--- src/rtl/reset_sequencer.sv ---
// Power-on / recovery reset sequencer: holds the DCM in reset, waits for lock with
// retry on timeout, then releases NUM_CHAN downstream reset domains in index order.
module reset_sequencer #(
  parameter int unsigned NUM_CHAN       = 4,
  parameter int unsigned DCM_RST_CYCLES = 4,
  parameter int unsigned LOCK_TIMEOUT   = 1024,
  parameter int unsigned STAGE_GAP      = 8,
  parameter int unsigned CNT_W          = 16
) (
  input  logic                clkin,
  input  logic                resetin,
  input  logic                lock_in,
  input  logic                sw_rst_req,
  output logic                dcm_rst,
  output logic [NUM_CHAN-1:0] chan_rst_n,
  output logic                ready,
  output logic                timeout_err,
  output logic [3:0]          retry_cnt,
  output logic [1:0]          state_dbg
);

  typedef enum logic [1:0] {
    ST_DCM_RST   = 2'b00,
    ST_WAIT_LOCK = 2'b01,
    ST_RELEASE   = 2'b10,
    ST_RUN       = 2'b11
  } state_e;

  localparam logic [CNT_W-1:0] DCM_LAST  = CNT_W'(DCM_RST_CYCLES - 1);
  localparam logic [CNT_W-1:0] LOCK_LAST = CNT_W'(LOCK_TIMEOUT - 1);

  state_e               state_q, state_d;
  logic [CNT_W-1:0]     cnt_q, cnt_d;
  logic                 dcm_rst_q, dcm_rst_d;
  logic [NUM_CHAN-1:0]  chan_rst_n_q, chan_rst_n_d;
  logic                 ready_q, ready_d;
  logic                 timeout_err_q, timeout_err_d;
  logic [3:0]           retry_cnt_q, retry_cnt_d;
  logic                 lock_meta_q, lock_meta_d;
  logic                 lock_s_q, lock_s_d;
  logic [NUM_CHAN-1:0]  rel_hit_c;

  // One release slot per channel; slots are distinct counter values, so at most one hits per cycle.
  for (genvar g = 0; g < NUM_CHAN; g++) begin : g_rel
    assign rel_hit_c[g] = (cnt_q == CNT_W'(STAGE_GAP * (g + 1) - 1));
  end

  always_comb begin
    state_d       = state_q;
    cnt_d         = cnt_q;
    dcm_rst_d     = dcm_rst_q;
    chan_rst_n_d  = chan_rst_n_q;
    ready_d       = ready_q;
    timeout_err_d = 1'b0;
    retry_cnt_d   = retry_cnt_q;
    lock_meta_d   = lock_in;
    lock_s_d      = lock_meta_q;

    case (state_q)
      ST_DCM_RST: begin
        dcm_rst_d    = 1'b1;
        chan_rst_n_d = '0;
        ready_d      = 1'b0;
        if (sw_rst_req) begin
          cnt_d = '0;
        end else if (cnt_q == DCM_LAST) begin
          state_d   = ST_WAIT_LOCK;
          cnt_d     = '0;
          dcm_rst_d = 1'b0;
        end else begin
          cnt_d = cnt_q + CNT_W'(1);
        end
      end

      ST_WAIT_LOCK: begin
        cnt_d = cnt_q + CNT_W'(1);
        if (sw_rst_req) begin
          state_d      = ST_DCM_RST;
          cnt_d        = '0;
          dcm_rst_d    = 1'b1;
          chan_rst_n_d = '0;
          ready_d      = 1'b0;
        end else if (lock_s_q) begin
          state_d = ST_RELEASE;
          cnt_d   = '0;
        end else if (cnt_q == LOCK_LAST) begin
          timeout_err_d = 1'b1;
          if (retry_cnt_q != 4'hF) begin
            retry_cnt_d = retry_cnt_q + 4'd1;
          end
          state_d   = ST_DCM_RST;
          cnt_d     = '0;
          dcm_rst_d = 1'b1;
        end
      end

      ST_RELEASE: begin
        if (sw_rst_req || !lock_s_q) begin
          state_d      = ST_DCM_RST;
          cnt_d        = '0;
          dcm_rst_d    = 1'b1;
          chan_rst_n_d = '0;
          ready_d      = 1'b0;
        end else begin
          cnt_d        = cnt_q + CNT_W'(1);
          chan_rst_n_d = chan_rst_n_q | rel_hit_c;
          if (rel_hit_c[NUM_CHAN-1]) begin
            state_d = ST_RUN;
            ready_d = 1'b1;
          end
        end
      end

      ST_RUN: begin
        if (sw_rst_req || !lock_s_q) begin
          state_d      = ST_DCM_RST;
          cnt_d        = '0;
          dcm_rst_d    = 1'b1;
          chan_rst_n_d = '0;
          ready_d      = 1'b0;
        end
      end

      default: begin
        state_d      = ST_DCM_RST;
        cnt_d        = '0;
        dcm_rst_d    = 1'b1;
        chan_rst_n_d = '0;
        ready_d      = 1'b0;
      end
    endcase
  end

  always_ff @(posedge clkin or negedge resetin) begin
    if (!resetin) begin
      state_q       <= ST_DCM_RST;
      cnt_q         <= '0;
      dcm_rst_q     <= 1'b1;
      chan_rst_n_q  <= '0;
      ready_q       <= 1'b0;
      timeout_err_q <= 1'b0;
      retry_cnt_q   <= 4'h0;
      lock_meta_q   <= 1'b0;
      lock_s_q      <= 1'b0;
    end else begin
      state_q       <= state_d;
      cnt_q         <= cnt_d;
      dcm_rst_q     <= dcm_rst_d;
      chan_rst_n_q  <= chan_rst_n_d;
      ready_q       <= ready_d;
      timeout_err_q <= timeout_err_d;
      retry_cnt_q   <= retry_cnt_d;
      lock_meta_q   <= lock_meta_d;
      lock_s_q      <= lock_s_d;
    end
  end

  assign dcm_rst     = dcm_rst_q;
  assign chan_rst_n  = chan_rst_n_q;
  assign ready       = ready_q;
  assign timeout_err = timeout_err_q;
  assign retry_cnt   = retry_cnt_q;
  assign state_dbg   = state_q;

endmodule

--- config.mk ---
export PLATFORM = sky130hd
export DESIGN_NAME = reset_sequencer
export DESIGN_NICKNAME = d
export VERILOG_FILES = /design/src/rtl/reset_sequencer.sv
export SDC_FILE = /design/constraint.sdc
export NUM_CORES = 1
export LEC_CHECK = 0
export CORE_MARGIN = 8
export CORE_UTILIZATION = 50
export CTS_BUF_LIST = sky130_fd_sc_hd__clkbuf_4 sky130_fd_sc_hd__clkbuf_8
export CTS_CLUSTER_SIZE = 24
export DETAILED_ROUTE_END_ITERATION = 10
export PLACE_DENSITY_LB_ADDON = 0.15
export SLEW_MARGIN = 20
export SYNTH_ARGS = -nofsm -noshare
export SYNTH_HDL_FRONTEND = slang
export SYNTH_SLANG_ARGS = --single-unit
export TNS_END_PERCENT = 10
--- constraint.sdc ---
create_clock -name clkin -period 2.14 [get_ports clkin]
set_input_delay 0.535 -clock clkin [delete_from_list [all_inputs] [get_ports clkin]]
set_output_delay 0.535 -clock clkin [all_outputs]
set_load 0.05 [all_outputs]
==> results.txt <==
----------------------------------------------------
[Outcome]
  Result of the run ... finished clean

[Finish]
  Fraction of final layout cells sized beyond drive strength 1 ... 22.5%
  Area added between synthesis and finish ... 29.8%
  Share of the core filled with cells ... 68.5%
  Most frequent standard cell in the layout excluding fill and tap cells ... sky130_fd_sc_hd__dfrtp_1
  Total number of nets in the final design ... 223
  Commonest cells after routing, fill and taps aside ... 30 x sky130_fd_sc_hd__dfrtp_1, 29 x sky130_fd_sc_hd__buf_4, 21 x sky130_fd_sc_hd__nor2_1
  Summed area of non-filler cells in the final layout ... 2090 um^2
  FILL cells ... 257
  ANT cells ... 0

[Floorplan]
  Total core area ... 3050 um^2
  Top-level I/O count ... 17
  Horizontal die dimension ... 72.8 um
  Row count ... 20
  Starting density of the core ... 52.8%
  Die Ht ... 72.8 um
  Total Die Area ... 5300 um^2

[Clock tree]
  Hold-fix buffer count after cts ... 0
  CTS tree ... built
  Clock-pin transition on the worst setup and hold timing paths ... 110 ps
  Maximum buffer depth of the clock tree ... 2
  Clock latency at the later pin of the worst-skew pair ... 340 ps
  CTS buffer count ... 5
  H-tree depth ... 2
  Clock tree sinks ... 31
  Root buf cell ... sky130_fd_sc_hd__clkbuf_4

[Power and ir drop]
  Part of the power in registers ... 51.3%
  Switching Power ... 0.386 mW
  Clk pwr share ... 28.3%
  Static Leak ... 1.01 nW
  Power per Cell Area ... 610 nW/um^2
  Power Internal ... 0.890 mW
  Net Sw Frac ... 30.2%
  Combinational Power Share ... 20.4%
  Maximum resistive drop on vdd ... 0.361 mV

[Worst setup path]
  Buffers plus inverters on the worst setup path ... 1
  Origin of the critical flop-to-flop path ... cnt_q[11]
  Setup CP Type ... register to output port
  Required time of the critical path ... 1600 ps
  Crit. path cell count ... 1
  Worst Reg2Reg Path Length in Cells ... 6
  Largest stage delay, worst path ... 810 ps
  Data arrival, critical path ... 1530 ps
  Slowest-stage cell, CP ... sky130_fd_sc_hd__clkdlybuf4s50_1
  Max Fanout on Critical Path ... 2
  Category of the worst setup path capture point ... output port
  Slack of the worst reg-to-reg path ... 90 ps
  Critical R2R Capture ... dcm_rst
  Cell class contributing the biggest share of worst-path delay ... buffers and inverters
  Sequence of cells on the critical path ... clkdlybuf4s50_1
  Worst Setup Start Kind ... register

[Logic synthesis]
  Distinct cell type count of the synthesized netlist ... 38
  Syn Inst Count ... 173
  Mapped Nets ... 179
  Fraction of the yosys area taken by sequential cells ... 48.2%
  Total of flip-flops plus latches after synthesis ... 31
  Post-synthesis instance area ... 1610 um^2
  Mapped Avg Cell Area ... 9.32 um^2
  Yosys warns ... 0

[STA]
  Actual slew at the worst max-slew pin ... 508 ps
  Pins Over Slew Limit ... 0
  Number of setup violations in the final report ... 0
  Worst Hold Slack ... 364 ps
  Hold violation count in the final report ... 0
  Max_slew headroom ... 66.1%
  Shortest period the worst path allows ... 2060 ps
  F_max ... 485 MHz
  TNS Setup ... 0 ps
  Clock skew ... 14.2 ps
  Final period util ... 96.4%
  RSZ-0062 raised after global routing ... true
  Crit path setup slack, layout ... 76.5 ps

[Detailed routing]
  Via Count ... 1,434
  Post-detailed-routing wire length ... 3930 um
  Average wire length per cell after detail routing ... 15.0 um
  Antenna viol nets, final ... 0
  Number of search-and-repair iterations in the first detailed-routing pass ... 4
  Number of design-rule violations left by the first detailed-router iteration ... 82
  DR vias/cell ... 5.47
  DRC violations left ... 0

[Placement]
  Global placer's final weighted congestion ... 0.840
  Post-placement cell area ... 2010 um^2
  Number of I/O port buffers ... 16
  Post-DP HPWL ... 2900 um
  Pre-CTS setup slack ... -220 ps

[Min path]
  Type of the tightest min-delay check ... register to register
  Worst Min Path Start ... lock_meta_q
  End of the worst hold path ... lock_s_q
  Worst Hold Path Cells ... 0

[Global route]
  GR Overflow Total ... 0
  Pin count of the biggest net entering global routing ... 32
  Overall track demand over capacity in global routing ... 16.3%
  Number of antenna violations at the first check in global routing ... 0
  Via count of the first global-routing pass ... 1,558
  First-pass GRT wire length ... 6870 um

[Run]
  Number of maximum-capacitance violations ... 0

----------------------------------------------------
worst max path at each step:
stage / start / endpoint / slack, ps
after floorplan: state_dbg[1] / retry_cnt[1] / 100
after global placement: sw_rst_req / retry_cnt[1] / -180
after detailed placement: sw_rst_req / cnt_q[10] / -220
after CTS: retry_cnt[1] / retry_cnt[1] / 2
after global routing: cnt_q[11] / dcm_rst / -20
final: chan_rst_n[3] / chan_rst_n[3] / 80
final cells by class:
type / instances / area, um^2 / area share, %
multi-input combinational: 132 / 813 / 38.9
sequential: 31 / 777 / 37.1
timing repair buffer: 43 / 374 / 17.9
tap: 44 / 55.1 / 2.63
clock buffer: 7 / 52.6 / 2.51
inverter: 4 / 15.0 / 0.718
clock inverter: 1 / 5.00 / 0.239
power by group through the flow:
stage | Clock (mW) | Combinational [mW] | Sequential, mW
2_1_floorplan | 0 | 0.125 | 0.684
3_3_place_gp | 0 | 0.250 | 0.664
3_5_place_dp | 0 | 0.261 | 0.666
4_1_cts | 0.371 | 0.263 | 0.654
5_1_grt | 0.391 | 0.292 | 0.658
6_report | 0.361 | 0.261 | 0.654
metal layers:
| layer | vias to the layer above | global-route usage [%] | routed length [um] |
|---|---|---|---|
| met4 | 0 | 8.22 | 59 |
| li1 | 703 | - | - |
| met2 | 32 | 27.8 | 2030 |
| met1 | 693 | 17.6 | 1660 |
| met5 | - | 0 | 0 |
| met3 | 6 | 5.36 | 184 |
state kept, by name, summed over array words and instances (netlist names):
register,flops
retry_cnt,4
cnt_q,16
chan_rst_n,4
lock_meta_q,1
state_dbg,2
ready,1
dcm_rst,1
timeout_err,1
lock_s_q,1
cells by family (layout without fill, tap and decap cells):
| group | Yosys count | count (layout) | share of synthesized area (%) |
|---|---|---|---|
| simple gates | 92 | 92 | 30.7 |
| flops | 31 | 31 | 48.2 |
| compound gates | 27 | 27 | 10.8 |
| xor+xnor | 10 | 10 | 5.44 |
| buf+inv | 10 | 55 | 2.64 |
| fa+ha+maj | 2 | 2 | 1.55 |
| mux | 1 | 1 | 0.699 |
synth_stat cells (all sizes together):
cell type,instances,area [um^2]
a21oi,6,33.8
or4b,1,10.0
inv,4,15.0
o22ai,3,18.8
nor4,5,37.5
ha,2,25.0
xor2,3,26.3
clkbuf,4,17.5
o211ai,3,22.5
a31oi,3,18.8
nor3b,2,15.0
buf,2,10.0
mux2,1,11.3
and3,6,37.5
dfrtp,30,751
a2111oi,1,15.0
nand3,5,25.0
o21a,4,30.0
xnor2,7,61.3
nor2,21,78.8
nand4,5,31.3
nand2,20,75.1
dfstp,1,26.3
nor4b,1,8.76
or4,2,22.5
nor3,13,81.3
nand4b,1,8.76
nor2b,4,25.0
or3,1,6.26
and2,2,12.5
or2,1,6.26
nand2b,2,12.5
o21ai,7,35.0
what timing repair did:
item	4_1_cts	5_1_grt
setup buffers	0	0
gates resized for setup	2	5
endpoints found under the setup margin	3	12
metrics by stage:
step	power, mW	std cells
after floorplan	0.809	173
after global placement	0.914	254
after detailed placement	0.927	254
after CTS	1.29	262
after global routing	1.34	262
final	1.28	262
No activity file was read; power rests on OpenSTA's default activity.
